File: config.mk
export PLATFORM = sky130hd
export DESIGN_NAME = cv32e40p_ex_wb_arbiter_flat
export DESIGN_NICKNAME = d
export VERILOG_FILES = /design/src/rtl/cv32e40p_ex_wb_arbiter_pkg.sv /design/src/rtl/cv32e40p_ex_wb_arbiter_if.sv /design/src/rtl/cv32e40p_ex_wb_arbiter_fifo.sv /design/src/rtl/cv32e40p_ex_wb_arbiter.sv /design/src/flat_wrapper.sv
export SDC_FILE = /design/constraint.sdc
export NUM_CORES = 1
export LEC_CHECK = 0
export ABC_AREA = 1
export CELL_PAD_IN_SITES_DETAIL_PLACEMENT = 1
export CELL_PAD_IN_SITES_GLOBAL_PLACEMENT = 1
export CORE_MARGIN = 2
export CORE_UTILIZATION = 41
export DETAILED_ROUTE_END_ITERATION = 16
export GPL_TIMING_DRIVEN = 0
export PLACE_DENSITY = 0.95
export SLEW_MARGIN = 20
export SYNTH_ARGS = -nofsm -noshare
export SYNTH_HDL_FRONTEND = slang
export SYNTH_SLANG_ARGS = --single-unit
File: constraint.sdc
create_clock -name clk -period 8.35 [get_ports clk]
set_input_delay 1.67 -clock clk [delete_from_list [all_inputs] [get_ports clk]]
set_output_delay 1.67 -clock clk [all_outputs]
set_load 0.05 [all_outputs]
File: src/rtl/cv32e40p_ex_wb_arbiter_pkg.sv
// Shared types, default sizes and helpers for the EX write-back arbiter.
package cv32e40p_ex_wb_arbiter_pkg;

  localparam int unsigned WB_NUM_SRC      = 2;
  localparam int unsigned WB_FIFO_DEPTH   = 2;
  localparam int unsigned WB_ADDR_W       = 6;
  localparam int unsigned WB_DATA_W       = 32;
  localparam int unsigned WB_STARVE_LIMIT = 4;

  // One buffered write-back result at the default widths.
  typedef struct packed {
    logic [WB_ADDR_W-1:0] waddr;
    logic [WB_DATA_W-1:0] wdata;
  } wb_entry_t;

  // Wraps an index that can be at most one lap past n back into [0, n).
  function automatic int unsigned rr_wrap(input int unsigned idx, input int unsigned n);
    return (idx >= n) ? idx - n : idx;
  endfunction

endpackage

File: src/rtl/cv32e40p_ex_wb_arbiter_if.sv
// Producer-side result handshake: one valid/ready/waddr/wdata lane per source.
interface cv32e40p_ex_wb_arbiter_if
  import cv32e40p_ex_wb_arbiter_pkg::*;
#(
  parameter int unsigned NUM_SRC = WB_NUM_SRC,
  parameter int unsigned ADDR_W  = WB_ADDR_W,
  parameter int unsigned DATA_W  = WB_DATA_W
);
  logic [NUM_SRC-1:0]             valid;
  logic [NUM_SRC-1:0]             ready;
  logic [NUM_SRC-1:0][ADDR_W-1:0] waddr;
  logic [NUM_SRC-1:0][DATA_W-1:0] wdata;

  modport master (output valid, waddr, wdata, input ready);
  modport slave  (input valid, waddr, wdata, output ready);
endinterface

File: src/rtl/cv32e40p_ex_wb_arbiter_fifo.sv
// Per-source result FIFO with head-age tracking and a per-slot waddr view
// for the dependency compare. Caller never pushes when full or pops when empty.
module cv32e40p_wb_fifo
  import cv32e40p_ex_wb_arbiter_pkg::*;
#(
  parameter int unsigned DEPTH        = WB_FIFO_DEPTH,
  parameter int unsigned ADDR_W       = WB_ADDR_W,
  parameter int unsigned DATA_W       = WB_DATA_W,
  parameter int unsigned STARVE_LIMIT = WB_STARVE_LIMIT
) (
  input  logic                         clk,
  input  logic                         rst_n,
  input  logic                         push_i,
  input  logic [ADDR_W-1:0]            waddr_i,
  input  logic [DATA_W-1:0]            wdata_i,
  input  logic                         pop_i,
  output logic                         full_o,
  output logic                         empty_o,
  output logic [ADDR_W-1:0]            head_waddr_o,
  output logic [DATA_W-1:0]            head_wdata_o,
  output logic                         aged_o,
  output logic [DEPTH-1:0]             slot_vld_o,
  output logic [DEPTH-1:0][ADDR_W-1:0] slot_waddr_o
);
  localparam int unsigned PTR_W = (DEPTH > 1) ? $clog2(DEPTH) : 1;
  localparam int unsigned AGE_W = $clog2(STARVE_LIMIT + 1);

  typedef struct packed {
    logic [ADDR_W-1:0] waddr;
    logic [DATA_W-1:0] wdata;
  } entry_t;

  entry_t             mem_q [DEPTH];
  entry_t             mem_d [DEPTH];
  logic [DEPTH-1:0]   vld_q, vld_d;
  logic [PTR_W-1:0]   wr_q, wr_d, rd_q, rd_d;
  logic [AGE_W-1:0]   age_q, age_d;

  function automatic logic [PTR_W-1:0] ptr_inc(input logic [PTR_W-1:0] p);
    return (p == PTR_W'(DEPTH - 1)) ? '0 : p + 1'b1;
  endfunction

  assign empty_o      = ~|vld_q;
  assign full_o       = &vld_q;
  assign head_waddr_o = mem_q[rd_q].waddr;
  assign head_wdata_o = mem_q[rd_q].wdata;
  assign aged_o       = (age_q == AGE_W'(STARVE_LIMIT));
  assign slot_vld_o   = vld_q;

  for (genvar k = 0; k < DEPTH; k++) begin : g_slot
    assign slot_waddr_o[k] = mem_q[k].waddr;
  end

  // Next storage, occupancy, pointers and head age; age restarts whenever the head changes.
  always_comb begin
    mem_d = mem_q;
    vld_d = vld_q;
    wr_d  = wr_q;
    rd_d  = rd_q;
    age_d = age_q;
    if (pop_i) begin
      vld_d[rd_q] = 1'b0;
      rd_d        = ptr_inc(rd_q);
    end
    if (push_i) begin
      mem_d[wr_q] = '{waddr: waddr_i, wdata: wdata_i};
      vld_d[wr_q] = 1'b1;
      wr_d        = ptr_inc(wr_q);
    end
    if (empty_o || pop_i)                    age_d = '0;
    else if (age_q != AGE_W'(STARVE_LIMIT))  age_d = age_q + 1'b1;
  end

  // Control state; reset discards all entries.
  always_ff @(posedge clk or negedge rst_n) begin
    if (!rst_n) begin
      vld_q <= '0;
      wr_q  <= '0;
      rd_q  <= '0;
      age_q <= '0;
    end else begin
      vld_q <= vld_d;
      wr_q  <= wr_d;
      rd_q  <= rd_d;
      age_q <= age_d;
    end
  end

  // Payload storage needs no reset; validity is tracked by vld_q.
  always_ff @(posedge clk) begin
    mem_q <= mem_d;
  end

endmodule

File: src/rtl/cv32e40p_ex_wb_arbiter.sv
// EX-stage write-back arbiter: the pipeline result owns the RF port unless a
// buffered head has aged out; buffered results drain round-robin in idle slots.
module cv32e40p_ex_wb_arbiter
  import cv32e40p_ex_wb_arbiter_pkg::*;
#(
  parameter int unsigned NUM_SRC      = WB_NUM_SRC,
  parameter int unsigned FIFO_DEPTH   = WB_FIFO_DEPTH,
  parameter int unsigned ADDR_W       = WB_ADDR_W,
  parameter int unsigned DATA_W       = WB_DATA_W,
  parameter int unsigned STARVE_LIMIT = WB_STARVE_LIMIT
) (
  input  logic                      clk,
  input  logic                      rst_n,
  cv32e40p_ex_wb_arbiter_if.slave   src,
  input  logic                      alu_we_i,
  input  logic [ADDR_W-1:0]         alu_waddr_i,
  input  logic [DATA_W-1:0]         alu_wdata_i,
  output logic                      rf_we_o,
  output logic [ADDR_W-1:0]         rf_waddr_o,
  output logic [DATA_W-1:0]         rf_wdata_o,
  output logic                      ex_stall_o,
  input  logic [2:0][ADDR_W-1:0]    chk_addr_i,
  input  logic [2:0]                chk_valid_i,
  output logic                      dep_o,
  output logic [NUM_SRC-1:0]        pending_o,
  output logic                      contention_o
);
  localparam int unsigned RR_W = (NUM_SRC > 1) ? $clog2(NUM_SRC) : 1;

  logic [NUM_SRC-1:0]                             full, empty, aged, push, pop;
  logic [NUM_SRC-1:0]                             starved, cand;
  logic [NUM_SRC-1:0][ADDR_W-1:0]                 head_waddr;
  logic [NUM_SRC-1:0][DATA_W-1:0]                 head_wdata;
  logic [NUM_SRC-1:0][FIFO_DEPTH-1:0]             slot_vld;
  logic [NUM_SRC-1:0][FIFO_DEPTH-1:0][ADDR_W-1:0] slot_waddr;
  logic                                           starve, gnt_vld;
  logic [RR_W-1:0]                                gnt_idx, rr_q, rr_d;

  assign src.ready = ~full;
  assign push      = src.valid & ~full;
  assign pending_o = ~empty;

  for (genvar g = 0; g < NUM_SRC; g++) begin : g_src
    cv32e40p_wb_fifo #(
      .DEPTH        (FIFO_DEPTH),
      .ADDR_W       (ADDR_W),
      .DATA_W       (DATA_W),
      .STARVE_LIMIT (STARVE_LIMIT)
    ) u_fifo (
      .clk          (clk),
      .rst_n        (rst_n),
      .push_i       (push[g]),
      .waddr_i      (src.waddr[g]),
      .wdata_i      (src.wdata[g]),
      .pop_i        (pop[g]),
      .full_o       (full[g]),
      .empty_o      (empty[g]),
      .head_waddr_o (head_waddr[g]),
      .head_wdata_o (head_wdata[g]),
      .aged_o       (aged[g]),
      .slot_vld_o   (slot_vld[g]),
      .slot_waddr_o (slot_waddr[g])
    );
  end

  // Priority select: starved heads, then the pipeline, then any buffered head; RR within a class.
  always_comb begin
    starved = ~empty & aged;
    starve  = |starved;
    cand    = starve ? starved : (alu_we_i ? '0 : ~empty);
    gnt_vld = 1'b0;
    gnt_idx = '0;
    for (int unsigned off = 0; off < NUM_SRC; off++) begin
      if (!gnt_vld && cand[rr_wrap(int'(rr_q) + off, NUM_SRC)]) begin
        gnt_vld = 1'b1;
        gnt_idx = RR_W'(rr_wrap(int'(rr_q) + off, NUM_SRC));
      end
    end
    for (int unsigned s = 0; s < NUM_SRC; s++) begin
      pop[s] = gnt_vld && (gnt_idx == RR_W'(s));
    end
    rr_d = rr_q;
    if (gnt_vld) rr_d = (gnt_idx == RR_W'(NUM_SRC - 1)) ? '0 : gnt_idx + 1'b1;
  end

  // Register-file port mux and status; stall depends on registered state only.
  always_comb begin
    rf_we_o      = gnt_vld | alu_we_i;
    rf_waddr_o   = gnt_vld ? head_waddr[gnt_idx] : alu_waddr_i;
    rf_wdata_o   = gnt_vld ? head_wdata[gnt_idx] : alu_wdata_i;
    ex_stall_o   = starve;
    contention_o = alu_we_i & ~starve & |pending_o;
  end

  // ID hazard check against buffered and in-flight results; x0 is never a hazard.
  always_comb begin
    dep_o = 1'b0;
    for (int c = 0; c < 3; c++) begin
      if (chk_valid_i[c] && (chk_addr_i[c] != '0)) begin
        for (int s = 0; s < NUM_SRC; s++) begin
          if (push[s] && (src.waddr[s] == chk_addr_i[c])) dep_o = 1'b1;
          for (int k = 0; k < FIFO_DEPTH; k++) begin
            if (slot_vld[s][k] && (slot_waddr[s][k] == chk_addr_i[c])) dep_o = 1'b1;
          end
        end
      end
    end
  end

  // Round-robin pointer.
  always_ff @(posedge clk or negedge rst_n) begin
    if (!rst_n) rr_q <= '0;
    else        rr_q <= rr_d;
  end

endmodule
File: src/flat_wrapper.sv
// flat-port wrapper written by rule: the top's interface ports become plain ports
module cv32e40p_ex_wb_arbiter_flat import cv32e40p_ex_wb_arbiter_pkg::*;
#(
  parameter int unsigned NUM_SRC      = WB_NUM_SRC,
  parameter int unsigned FIFO_DEPTH   = WB_FIFO_DEPTH,
  parameter int unsigned ADDR_W       = WB_ADDR_W,
  parameter int unsigned DATA_W       = WB_DATA_W,
  parameter int unsigned STARVE_LIMIT = WB_STARVE_LIMIT
)
  (clk, rst_n, alu_we_i, alu_waddr_i, alu_wdata_i, rf_we_o, rf_waddr_o, rf_wdata_o, ex_stall_o, chk_addr_i, chk_valid_i, dep_o, pending_o, contention_o, src_valid, src_waddr, src_wdata, src_ready);
  cv32e40p_ex_wb_arbiter_if #(.NUM_SRC(NUM_SRC), .ADDR_W(ADDR_W), .DATA_W(DATA_W)) src_i ();
  input  logic clk;
  input  logic rst_n;
  input  logic alu_we_i;
  input  logic [ADDR_W-1:0] alu_waddr_i;
  input  logic [DATA_W-1:0] alu_wdata_i;
  output logic rf_we_o;
  output logic [ADDR_W-1:0] rf_waddr_o;
  output logic [DATA_W-1:0] rf_wdata_o;
  output logic ex_stall_o;
  input  logic [2:0][ADDR_W-1:0] chk_addr_i;
  input  logic [2:0] chk_valid_i;
  output logic dep_o;
  output logic [NUM_SRC-1:0] pending_o;
  output logic contention_o;
  input wire logic [$bits(src_i.valid)-1:0] src_valid;
  input wire logic [$bits(src_i.waddr)-1:0] src_waddr;
  input wire logic [$bits(src_i.wdata)-1:0] src_wdata;
  output wire logic [$bits(src_i.ready)-1:0] src_ready;
  assign src_i.valid = src_valid;
  assign src_i.waddr = src_waddr;
  assign src_i.wdata = src_wdata;
  assign src_ready = src_i.ready;
  cv32e40p_ex_wb_arbiter #(.NUM_SRC(NUM_SRC), .FIFO_DEPTH(FIFO_DEPTH), .ADDR_W(ADDR_W), .DATA_W(DATA_W), .STARVE_LIMIT(STARVE_LIMIT)) u_core (.clk(clk), .rst_n(rst_n), .src(src_i), .alu_we_i(alu_we_i), .alu_waddr_i(alu_waddr_i), .alu_wdata_i(alu_wdata_i), .rf_we_o(rf_we_o), .rf_waddr_o(rf_waddr_o), .rf_wdata_o(rf_wdata_o), .ex_stall_o(ex_stall_o), .chk_addr_i(chk_addr_i), .chk_valid_i(chk_valid_i), .dep_o(dep_o), .pending_o(pending_o), .contention_o(contention_o));
endmodule
# Word level (Yosys, flattened, before mapping)
# Cells that the tools add are included.
[word_totals]
ramBits = 0
latchBits = 0
romBits = 0
word_cells = 205
regBits = 167
inputBits = 140
n_memories = 0
[classes]
n_eq_ne = 22
bitwise = 19
shift = 0
addsub = 10
order_cmp = 19
reduce_logical = 46
muxes = 72
n_div = 0
multipliers = 0
[ops]
columns = ["op", "count"]
rows = [
  ["$mux W38", 8],
  ["$mux W32", 5],
  ["$bwmux W76", 2],
  ["$eq A6 B6 Y1", 18],
  ["$demux W38 S1", 2],
  ["$lt A32 B2 Y1 const B", 2],
  ["$mux W1", 38],
  ["$ge A32 B2 Y1 const B", 1],
  ["$sub A32 B2 Y32 const B", 1],
  ["$logic_and A1 B1 Y1", 30],
  ["$mux W6", 3],
  ["$reduce_bool A6 Y1", 3],
  ["$mux W2", 6],
  ["$mux W3", 4],
  ["$lt A1 B2 Y1 const B", 5],
  ["$and A2 B2 Y2", 4],
  ["$ge A2 B2 Y1 const B", 4],
  ["$not A1 Y2", 4],
  ["$not A2 Y2", 4],
  ["$reduce_or A2 Y1", 4],
  ["$add A3 B1 Y3 const B", 2],
  ["$eq A3 B3 Y1 const B", 2],
  ["$ne A3 B3 Y1 const B", 2],
  ["$add A1 B1 Y1 const B", 5],
  ["14 further kinds", 29],
]

# Depth between registers and ports, before layout
# Gate-level depths: netlist of the first run.
[logic_depth]
word_depth = 25
depth_mapped = 14
mapped_depth_nobuf = 12

# By module
# Synthesis of the first run repeated with hierarchy kept, for this count alone.
[unflattened]
hier_cells = 1166
area_unflattened_um2 = 9193.8
[by_module_without_submodules]
columns = ["module", "seq_area_each_um2", "area_each_um2", "cells_per_inst", "instances"]
rows = [
  ["cv32e40p_wb_fifo", 2457.4, 3225.6, 257, 2],
  ["cv32e40p_ex_wb_arbiter", 25.0, 2742.6, 652, 1],
]

# Least setup slack after synthesis of the first run
# Ideal clock, no wire load.
[synth_path]
path_type = "input-to-output"
startpoint = "in alu_we_i"
endpoint = "out rf_wdata_o[0]"
arrival_time_ns = 3.189
stages = 8
slack_ns = 3.491
cell_sequence = "nor2_1 nand2_2 nand2_1 nand2_2 nand2_4 clkbuf_1 a21oi_1 a21oi_1"
[synth_via]
elab_chain_cells = 11
word_cells_on_any_way = 15
classes_between = "mux (13); reduce/logical (2)"
[synth_lines]
columns = ["element", "line", "rtl"]
rows = [
  ["start: declaration", "flat_wrapper.sv:14", "input logic alu_we_i;"],
  ["$mux W2 * (2 in a row)", "cv32e40p_ex_wb_arbiter.sv:70", "cand = starve ? starved : (alu_we_i ? '0 : ~empty);"],
  ["$mux W1 (not written as such) (2 in a row)", "cv32e40p_ex_wb_arbiter.sv:74", "if (!gnt_vld && cand[rr_wrap(int'(rr_q) + off, NUM_SRC)]) begin"],
  ["$mux W1", "cv32e40p_ex_wb_arbiter.sv:74", ""],
  ["$logic_not A1 Y1", "cv32e40p_ex_wb_arbiter.sv:74", ""],
  ["$logic_and A1 B1 Y1", "cv32e40p_ex_wb_arbiter.sv:74", ""],
  ["$mux W1", "cv32e40p_ex_wb_arbiter.sv:74", ""],
  ["$mux W32 (not written as such) (2 in a row)", "cv32e40p_ex_wb_arbiter.sv:90", "rf_wdata_o = gnt_vld ? head_wdata[gnt_idx] : alu_wdata_i;"],
  ["$mux W32 *", "cv32e40p_ex_wb_arbiter.sv:90", ""],
  ["end: declaration", "flat_wrapper.sv:19", "output logic [DATA_W-1:0] rf_wdata_o;"],
]
# Mark *: on every way between the ends. The rest lies on a longest branch, timed or not. The select of a mux whose other input is x is not followed.

# Final worst setup path of the first run
[layout_path]
startpoint = "in alu_we_i"
endpoint = "out rf_wdata_o[30]"
# The elaborated chain is that of the path after synthesis.

==> flow_summary.yaml, run 1 <==
timing:
  setup-tns-final_ns: 0
  timing_worst_slew_pin_value_ns: 0.7892
  min_period_ns: 6.216
  grt_setup_unrepaired: "false"
  max_freq_mhz: 160.9
  layout_setup_ws_ns: 2.134
  final-max-slew-violation-count: 0
  slew_headroom_pct: 47.26
  setup_viol: 0
  finalClockSkew_ns: 0.007717
  fin_crit_sh_pct: 74.45
  final-hold-violation-count: 0
worst_setup_path:
  setup.worst_path.class: "input pin to primary output"
  critical_path.max_fanout: 10
  critical-path-slowest-cell: "sky130_fd_sc_hd__clkdlybuf4s50_1"
  cp.arrival_ns: 4.55
  timing.critical_path.required_ns: 6.68
  crit_path_start_kind: "input pin"
  crit_path_end_kind: "primary output"
  cpMostUsedCell: "sky130_fd_sc_hd__clkdlybuf4s50_1"
  critPathMaxStageDelay_ns: 0.86
  crit_family: "buffers and inverters"
  path_buf_inv: 4
  cp_cell_sequence: "clkdlybuf4s50_1 > nor2_1 > nand2_2 > nand4_1 > inv_1 > clkbuf_1 > a21oi_1 > a21oi_2 > clkdlybuf4s50_1"
finish:
  fin_area_sq_mm: 0.01180
  post_layout_nonfiller_instances: 1610
  antennaDiodeCount: 0
  area.growth.synth_to_final_pct: 30.48
  mostFrequentLayoutCell: "sky130_fd_sc_hd__nand2_1"
  nets_final: 1461
  final_layout_size_suffix_gt1_share_pct: 6.316
  layout.cells.most_common_list: "563 x sky130_fd_sc_hd__nand2_1, 169 x sky130_fd_sc_hd__clkdlybuf4s50_1, 152 x sky130_fd_sc_hd__edfxtp_1"
routing:
  vias: 8635
  detailedRoute.firstIterationViolations: 671
  average_wire_per_cell_in_the_routed_design_um: 20.87
  route.final.wire_length_mm: 33.60
  drt.antenna.violating_nets: 0
  post_drt_via_cell_ratio: 5.363
  drt_pass1_iterations: 5
  route.detailed.drc: 0
place:
  pre_cts_slack_ns: 2.190
  place_inst: 1578
  placed_cell_area_sq_mm: 0.01121
  gp_congestion: 0.9307
  port_buffers: 169
  dp_hpwl_mm: 24.67
global_route:
  grt_first_pass_wirelength_mm: 51.45
  grt_pass1_vias: 9314
  gr-max-usage-layer: "met2"
  grt_start_max_net_pins: 25
  globalRouteTotalUtil_pct: 28.79
  overall_overflow_remaining_after_global_route: 0
  number_of_antenna_violations_at_the_first_check_in_global_routing: 0
  globalRouteMet3Util_pct: 5.148
  grt_util_met2_pct: 51.14
  grt_util_met1_pct: 34.54
yosys:
  synth_area_sq_mm: 0.009042
  synthDistinctLibCells: 31
  netlist_instances: 1125
  yosys_warnings: 0
  synth_sequential_area_ratio_pct: 54.63
  postSynth.topFlopCell: "sky130_fd_sc_hd__edfxtp_1"
  post_synth.cell_area_avg_sq_um: 8.038
  yosys_register_bits: 167
  synth_edf_count: 152
  number_of_nets_in_the_synthesized_netlist: 1269
  asr_flop_ratio_synth_pct: 8.982
clock_network:
  root_buffer_selected_by_cts: "sky130_fd_sc_hd__clkbuf_16"
  cts-resized-gates: 0
  postCtsSetupBuffers: 0
  cts_made_buffers: 17
  tritoncts_clock_tree: "done"
  cts-hold-fix-buffers: 0
  ctsHtreeMaxLevel: 4
  clock_tree.buffer_depth: 2
  cts.sinks: 167
  insertion_delay_ns: 0.45
  cts.clk_slew.worst_paths_ns: 0.07
floorplan:
  rows: 54
  floorplan.die.width_um: 152.5
  dieHeight_um: 152.5
  dieArea_sq_mm: 0.02326
  design.portCount: 186
  placeableCoreArea_sq_mm: 0.02176
  start_util_pct: 41.56
run_status:
  status: "complete, no violations"
power:
  power.static_leakage_nw: 5.161
  worst_ir_drop_vdd_mv: 0.4330
  power.density_cell_area_mw_per_mm2: 398.0
  p_total_mw: 4.696
run:
  cap_violations: 0
worst_hold_path:
  worst_hold_class: "flip-flop to flip-flop"
[worst paths after layout]
check / start / end / slack (ns) / depth (start not counted)
setup / recovery: alu_we_i / rf_wdata_o[30] / 2.13 / 9
max in group asynchronous: rst_n / u_core.g_src[1].u_fifo.rd_q / 6.19 / 1
hold reg to reg: u_core.rr_q / u_core.rr_q / 0.59 / 2
hold / removal: u_core.rr_q / u_core.rr_q / 0.59 / 2
min in group asynchronous: rst_n / u_core.g_src[1].u_fifo.slot_vld_o[0] / 1.68 / 1
setup reg to reg: u_core.g_src[1].u_fifo.slot_vld_o[0] / u_core.g_src[1].u_fifo.mem_q[63] / 6.28 / 4
[power by group]
group | internal, mW | switching, mW | total [mW]
Sequential | 1.15 | 0.108 | 1.25
Clock | 0.400 | 0.385 | 0.785
Combinational | 0.778 | 1.88 | 2.66
Total | 2.32 | 2.37 | 4.70
[Yosys cell counts (8+ instances only)]
library cell / number / area (sq um)
sky130_fd_sc_hd__buf_2: 8 / 40.04
sky130_fd_sc_hd__xor2_1: 8 / 70.07
sky130_fd_sc_hd__nand2_2: 12 / 75.07
sky130_fd_sc_hd__dfrtp_1: 15 / 375.4
sky130_fd_sc_hd__inv_1: 75 / 281.5
sky130_fd_sc_hd__nor2_1: 104 / 390.4
sky130_fd_sc_hd__a21oi_2: 10 / 87.58
sky130_fd_sc_hd__nand3_1: 21 / 105.1
sky130_fd_sc_hd__clkbuf_1: 36 / 135.1
sky130_fd_sc_hd__a21oi_1: 29 / 145.1
sky130_fd_sc_hd__nand2_1: 563 / 2113
sky130_fd_sc_hd__edfxtp_1: 152 / 4564
sky130_fd_sc_hd__xnor2_1: 24 / 210.2
sky130_fd_sc_hd__o21ai_0: 33 / 165.2
[layout make-up]
class / instances / area, sq um
Clock inverter: 15 / 163.9
Sequential cell: 167 / 4940
Multi-Input combinational cell: 829 / 3608
Tap cell: 280 / 350.3
Fill cell: 2603 / 9957
Inverter: 81 / 304.0
Buffer: 48 / 220.2
Timing Repair Buffer: 173 / 1787
Clock buffer: 17 / 425.4
[flip-flops by register name, indices dropped and copies added, names as in the netlist]
register / cells
u_core.rr_q: 1
u_core.g_src.u_fifo.age_q: 6
u_core.g_src.u_fifo.slot_waddr_o: 24
u_core.g_src.u_fifo.wr_q: 2
u_core.g_src.u_fifo.rd_q: 2
u_core.g_src.u_fifo.mem_q: 128
u_core.g_src.u_fifo.slot_vld_o: 4
[logic make-up after synthesis]
family / count (synthesis) / share of synthesized area (%)
fa+ha+maj: 4 / 0.5535
simple gates: 713 / 30.90
xor+xnor: 32 / 3.100
flops: 167 / 54.63
compound gates: 80 / 5.023
buf+inv: 129 / 5.798
[per-stage QoR]
step / hold slack, ns / utilization (%)
6_report: 0.5931 / 54.23
3_3_place_gp: 0.5022 / 50.95
4_1_cts: 0.6043 / 54.23
5_1_grt: 0.6328 / 54.23
3_5_place_dp: 0.5642 / 51.52
2_1_floorplan: 0.4835 / -
[per-layer routing]
layer / part of all wire [%] / up-vias
met1: 39 / 4164
met5: 0 / -
li1: - / 3944
met2: 50 / 426
met3: 7.0 / 101
met4: 3.8 / 0
[tightest hold or removal path: cells and delay by family, from the launching register on]
kind | cells | cell delay (ns)
DFF | 1 | 0.37
buffers and inverters | 1 | 0.08
AOI/OAI and AO/OA | 1 | 0.10
(Power assumes the default switching activity.)
==> run 2, diff against run 1 <==
Settings changed: CORE_UTILIZATION 41 to 34, PLACE_DENSITY 0.95 to 0.88.
Clock period 8.35 ns to 5.2 ns, I/O delays scaled along.
==> run 2 against run 1 <==
  * Worst hold slack got worse by 0.017 ns
  * Global-route usage fell by 5.8 points
  * Combinational power up 58%
  * Total power increased by 59%
  * Sequential share of layout area shrank 0.37 points
  * Design area increased by 0.88%
  * Clock-buffer cell count up 1
  * Clock skew up 0.0045 ns
  * Clock power increased by 66%
  * Sequential power rose by 60%
  * First-iteration DRC count decreased by 26%
  * Critical endpoint is now rf_wdata_o[24]
==> flow_summary.yaml, run 2 (same netlist as run 1, synthesis figures left out) <==
clock_network:
  cts-hold-fix-buffers: 0
  insertion_delay_ns: 0.44
  cts.clk_slew.worst_paths_ns: 0.07
  ctsHtreeMaxLevel: 4
  postCtsSetupBuffers: 0
  tritoncts_clock_tree: "done"
  clock_tree.buffer_depth: 2
  cts.sinks: 167
  cts-resized-gates: 0
  cts_made_buffers: 17
  root_buffer_selected_by_cts: "sky130_fd_sc_hd__clkbuf_16"
timing:
  grt_setup_unrepaired: "false"
  final-max-slew-violation-count: 0
  slew_headroom_pct: 49.35
  hold_slack_ns: 0.5757
  setup-tns-final_ns: 0
  final-hold-violation-count: 0
  max_freq_mhz: 203.3
  finalClockSkew_ns: 0.01224
  min_period_ns: 4.920
  setup_viol: 0
  timing_worst_slew_pin_value_ns: 0.7579
  fin_crit_sh_pct: 94.61
worst_setup_path:
  critical-path-slowest-cell: "sky130_fd_sc_hd__clkdlybuf4s50_1"
  critPathMaxStageDelay_ns: 0.81
  critical_path.max_fanout: 10
  path_buf_inv: 3
  cp_cell_sequence: "clkdlybuf4s50_1 > nor2_1 > nand2_2 > nand2_1 > nand2_2 > nand2_4 > clkbuf_1 > nand2_1 > nand2_1 > nand2_1 > nand2_1 > clkdlybuf4s50_1"
  crit_path_start_kind: "input pin"
  setup.worst_path.class: "input pin to primary output"
  crit_path_end_kind: "primary output"
  timing.critical_path.required_ns: 4.16
  cpMostUsedCell: "sky130_fd_sc_hd__nand2_1"
  crit_family: "buffers and inverters"
  cp.arrival_ns: 3.88
finish:
  register_area_sq_mm: 0.004940
  largest_register_by_flop_count: "u_core.g_src.u_fifo.mem_q"
  final_layout_size_suffix_gt1_share_pct: 6.316
  layout.core_utilization_pct: 45.68
  nets_final: 1461
  filler_cells: 3105
  mostFrequentLayoutCell: "sky130_fd_sc_hd__nand2_1"
  area.growth.synth_to_final_pct: 31.63
  multiInputGateArea_sq_mm: 0.003608
  layout.cells.most_common_list: "563 x sky130_fd_sc_hd__nand2_1, 169 x sky130_fd_sc_hd__clkdlybuf4s50_1, 152 x sky130_fd_sc_hd__edfxtp_1"
  largest_register_ffs: 128
power:
  power.density_cell_area_mw_per_mm2: 628.8
  worst_ir_drop_vdd_mv: 0.5540
  power.static_leakage_nw: 5.173
global_route:
  grt_start_max_net_pins: 22
  overall_overflow_remaining_after_global_route: 0
  grt_pass1_vias: 8818
  grt_first_pass_wirelength_mm: 48.63
  globalRouteTotalUtil_pct: 22.99
  number_of_antenna_violations_at_the_first_check_in_global_routing: 4
floorplan:
  dieArea_sq_mm: 0.02792
  floorplan.die.width_um: 167.1
  start_util_pct: 34.70
  design.portCount: 186
  dieHeight_um: 167.1
  placeableCoreArea_sq_mm: 0.02606
  rows: 59
routing:
  drt.antenna.violating_nets: 0
  drt_pass1_iterations: 5
  vias: 8281
  route.final.wire_length_mm: 31.90
  detailedRoute.firstIterationViolations: 495
  post_drt_via_cell_ratio: 4.968
  route.detailed.drc: 0
  average_wire_per_cell_in_the_routed_design_um: 19.14
place:
  port_buffers: 169
  gp_congestion: 0.9559
  dp_hpwl_mm: 24.14
run:
  cap_violations: 0
run_status:
  status: "complete, no violations"
worst_hold_path:
  worst_hold_class: "flip-flop to flip-flop"
[run 2: where the power goes]
| part | internal (mW) | total, mW | switching (mW) |
|---|---|---|---|
| clock network | 0.691 | 1.30 | 0.606 |
| logic | 1.26 | 4.19 | 2.93 |
| registers | 1.84 | 2.00 | 0.160 |
[run 2: layout make-up]
| cell class | instances | share of cell area [%] |
|---|---|---|
| antenna | 2 | 0.04205 |
| buffer | 48 | 1.850 |
| clock buffer | 18 | 3.606 |
| clock inverter | 14 | 1.472 |
| inverter | 81 | 2.554 |
| multi-input combinational | 829 | 30.32 |
| sequential | 167 | 41.50 |
| tap | 335 | 3.521 |
| timing repair buffer | 173 | 15.14 |
[run 2: tightest hold or removal path: cells and delay by family (launching register included)]
family / cells / cell delay (ns)
DFF: 1 / 0.33
AOI/OAI and AO/OA: 1 / 0.15
buffers and inverters: 1 / 0.06
[run 2: path summary, 6_finish.rpt]
kind	start	end	slack, ns	cells after the start
min reg2reg	u_core.rr_q	u_core.rr_q	0.58	2
max in group asynchronous	rst_n	u_core.g_src[0].u_fifo.age_q[1]	3.71	1
max	alu_we_i	rf_wdata_o[24]	0.28	12
min in group asynchronous	rst_n	u_core.g_src[0].u_fifo.slot_vld_o[0]	1.03	1
min	u_core.rr_q	u_core.rr_q	0.58	2
max reg2reg	u_core.g_src[1].u_fifo.slot_vld_o[0]	u_core.g_src[1].u_fifo.mem_q[30]	3.08	4
[run 2: per-layer routing]
metal / routed length (um) / vias up / track usage, %
met2: 15670 / 293 / 39.51
li1: - / 3946 / -
met5: 23 / - / 0
met4: 928 / 4 / 8.921
met1: 13070 / 3968 / 27.71
met3: 2208 / 70 / 5.775
[run 2: metrics by stage]
step                setup slack (ns)  total power [mW]  cells  instance area [sq um]
CTS                           0.2985             7.527   1665                  11900
detailed placement            0.3139             6.204   1633                  11290
floorplan                      1.601             4.655   1125                   9042
global placement              0.2156             6.014   1629                  11150
finish                        0.2803             7.485   1667                  11900
global route                  0.1700             7.892   1667                  11900
==> run 3, diff against run 2 <==
Settings changed: ABC_AREA 1 to unset, CORE_UTILIZATION 34 to 37, PLACE_DENSITY 0.88 to 0.89.
==> run 3 against run 2 <==
  * Highest routed layer is now met4
  * Critical path type unchanged
  * Sequential share of layout area grew 2.9 points
  * Cell count fell by 32%
  * Maximum frequency down 0.49%
  * Routed wire length decreased by 19%
  * Synthesized cell count decreased by 42%
  * Global-route usage is 0.63 points lower
  * Critical path depth decreased by 4
  * Worst hold slack gained 0.0096 ns
  * Sequential power about the same
  * Core utilization up 5.0 points
==> flow_summary.yaml, run 3 <==
timing:
  timing_worst_slew_pin_value_ns: 0.8511
  setup_viol: 0
  hold_slack_ns: 0.5854
  finalClockSkew_ns: 0.01232
  slew_headroom_pct: 43.26
  fin_crit_sh_pct: 95.07
  min_period_ns: 4.944
  max_freq_mhz: 202.3
  final-max-slew-violation-count: 0
  final-hold-violation-count: 0
  grt_setup_unrepaired: "false"
place:
  dp_hpwl_mm: 19.01
  gp_congestion: 0.9280
  port_buffers: 167
  place_inst: 1105
  placed_cell_area_sq_mm: 0.01052
worst_setup_path:
  r2r-start: "u_core.g_src[0].u_fifo.age_q[0]"
  crit_family: "buffers and inverters"
  regToRegSetupSlack_ns: 3.03
  cp_cell_sequence: "clkdlybuf4s50_1 > xnor2_1 > nand4_1 > nor4_1 > nor4_1 > a21oi_1 > a311o_1 > clkdlybuf4s50_1"
  timing.critical_path.required_ns: 4.16
  cp.arrival_ns: 3.90
  critical_path.max_fanout: 5
  crit_path_start_kind: "input pin"
  crit_path_end_kind: "primary output"
  critical_path.startpoint: "src_waddr[6]"
  critical-path-slowest-cell: "sky130_fd_sc_hd__clkdlybuf4s50_1"
  critPathMaxStageDelay_ns: 0.79
  path_buf_inv: 2
  setup.worst_path.class: "input pin to primary output"
routing:
  routedLengthMet1_mm: 10.77
  average_wire_per_cell_in_the_routed_design_um: 22.80
  drt.antenna.violating_nets: 0
  routed.top_layer: "met4"
  post_drt_via_cell_ratio: 5.285
  vias: 6014
  route.final.wire_length_mm: 25.94
  drt_pass1_iterations: 4
  detailedRoute.firstIterationViolations: 373
  route.detailed.drc: 0
  detailroute.wirelength.met2_mm: 13.18
  met3_length_mm: 1.448
global_route:
  grt_first_pass_wirelength_mm: 39.73
  grt_start_max_net_pins: 26
  globalRouteTotalUtil_pct: 22.36
  number_of_antenna_violations_at_the_first_check_in_global_routing: 1
  overall_overflow_remaining_after_global_route: 0
  grt_pass1_vias: 6774
yosys:
  synthTopCellsByArea: "sky130_fd_sc_hd__edfxtp_1 55%, sky130_fd_sc_hd__xnor2_1 6.1%, sky130_fd_sc_hd__xor2_1 5.9%"
  post-synth-top-count-cell: "sky130_fd_sc_hd__edfxtp_1"
  synthDistinctLibCells: 43
  synth_sequential_area_ratio_pct: 59.30
  synth_area_sq_mm: 0.008330
  synth_edf_count: 152
  number_of_nets_in_the_synthesized_netlist: 796
  synth_area_leader_cell: "sky130_fd_sc_hd__edfxtp_1"
  yosys_register_bits: 167
  yosys_warnings: 0
  asr_flop_ratio_synth_pct: 8.982
  postSynth.topFlopCell: "sky130_fd_sc_hd__edfxtp_1"
  synth.top_cell.area_share_pct: 54.79
  netlist_instances: 652
  synth_common_cells: "152 x sky130_fd_sc_hd__edfxtp_1, 58 x sky130_fd_sc_hd__xnor2_1, 56 x sky130_fd_sc_hd__xor2_1"
  post_synth.cell_area_avg_sq_um: 12.78
clock_network:
  insertion_delay_ns: 0.42
  cts.sinks: 167
  ctsHtreeMaxLevel: 4
  cts-hold-fix-buffers: 0
  clock_tree.buffer_depth: 2
  cts-resized-gates: 0
  cts_made_buffers: 17
  root_buffer_selected_by_cts: "sky130_fd_sc_hd__clkbuf_16"
  cts.clk_slew.worst_paths_ns: 0.08
  tritoncts_clock_tree: "done"
  postCtsSetupBuffers: 0
finish:
  largest_register_by_flop_count: "u_core.g_src.u_fifo.mem_q"
  filler_cells: 2244
  layout.cells.most_common_list: "167 x sky130_fd_sc_hd__clkdlybuf4s50_1, 152 x sky130_fd_sc_hd__edfxtp_1, 58 x sky130_fd_sc_hd__xnor2_1"
  post_layout_nonfiller_instances: 1138
  final_layout_size_suffix_gt1_share_pct: 13.77
  fin_area_sq_mm: 0.01113
  nets_final: 988
  area.growth.synth_to_final_pct: 33.60
  multiInputGateArea_sq_mm: 0.003114
  layout.core_utilization_pct: 50.68
  largest_register_ffs: 128
  mostFrequentLayoutCell: "sky130_fd_sc_hd__clkdlybuf4s50_1"
  register_area_sq_mm: 0.004940
floorplan:
  design.portCount: 186
  placeableCoreArea_sq_mm: 0.02196
  dieArea_sq_mm: 0.02373
  floorplan.die.width_um: 154.1
  dieHeight_um: 154.1
  rows: 54
  start_util_pct: 37.94
run_status:
  status: "complete, no violations"
power:
  power.density_cell_area_mw_per_mm2: 576.8
  worst_ir_drop_vdd_mv: 0.3489
  power.static_leakage_nw: 3.986
  p_total_mw: 6.420
worst_hold_path:
  worstHoldStart: "u_core.g_src[0].u_fifo.wr_q"
  worst_hold_class: "flip-flop to flip-flop"
run:
  cap_violations: 0
-- run 3: final timing paths --
kind | to | depth (start not counted)
max | dep_o | 8
min | u_core.g_src[0].u_fifo.wr_q | 1
max reg2reg | u_core.g_src[0].u_fifo.rd_q | 9
min reg2reg | u_core.g_src[0].u_fifo.wr_q | 1
max in group asynchronous | u_core.g_src[1].u_fifo.rd_q | 1
min in group asynchronous | u_core.g_src[0].u_fifo.wr_q | 1
-- run 3: report_power, final --
part | internal [mW] | switching [mW] | total [mW] | leakage, nW
clock network | 0.652 | 0.606 | 1.26 | 0.294
registers | 1.84 | 0.180 | 2.02 | 1.59
logic | 1.15 | 1.99 | 3.14 | 2.10
-- run 3: cell families (layout without fill, tap and decap cells) --
family / after synthesis / count (layout) / share of synthesized area [%]
other: 0 / 1 / 0
adders and majority gates: 5 / 5 / 0.7360
xor gates and xnor gates: 114 / 114 / 11.99
buffers and inverters: 54 / 259 / 3.530
DFF: 167 / 167 / 59.30
and+or+nand+nor: 142 / 142 / 8.156
muxes: 77 / 77 / 9.688
AOI/OAI and AO/OA: 93 / 93 / 6.608
-- run 3: routing by layer --
layer | GRT usage [%] | vias up
li1 | - | 2762
met1 | 27.85 | 3022
met2 | 38.82 | 199
met3 | 4.256 | 31
met4 | 8.055 | 0
met5 | 0 | -
-- run 3: stage by stage --
stage | worst slack (ns) | TNS, ns
after detailed placement | 0.4622 | 0
after global placement | -0.05086 | -1.823
final | 0.2562 | 0
after CTS | 0.3729 | 0
after global routing | 0.2241 | 0
after floorplan | 1.332 | 0
-- run 3: layout make-up --
type,instances,share of cell area (%)
Inverter,10,0.3373
Clock inverter,15,1.630
Timing Repair Buffer,173,16.37
Buffer,44,2.305
Antenna cell,1,0.02248
Tap cell,280,3.148
Sequential cell,167,44.38
Multi-Input combinational cell,431,27.98
Clock buffer,17,3.822
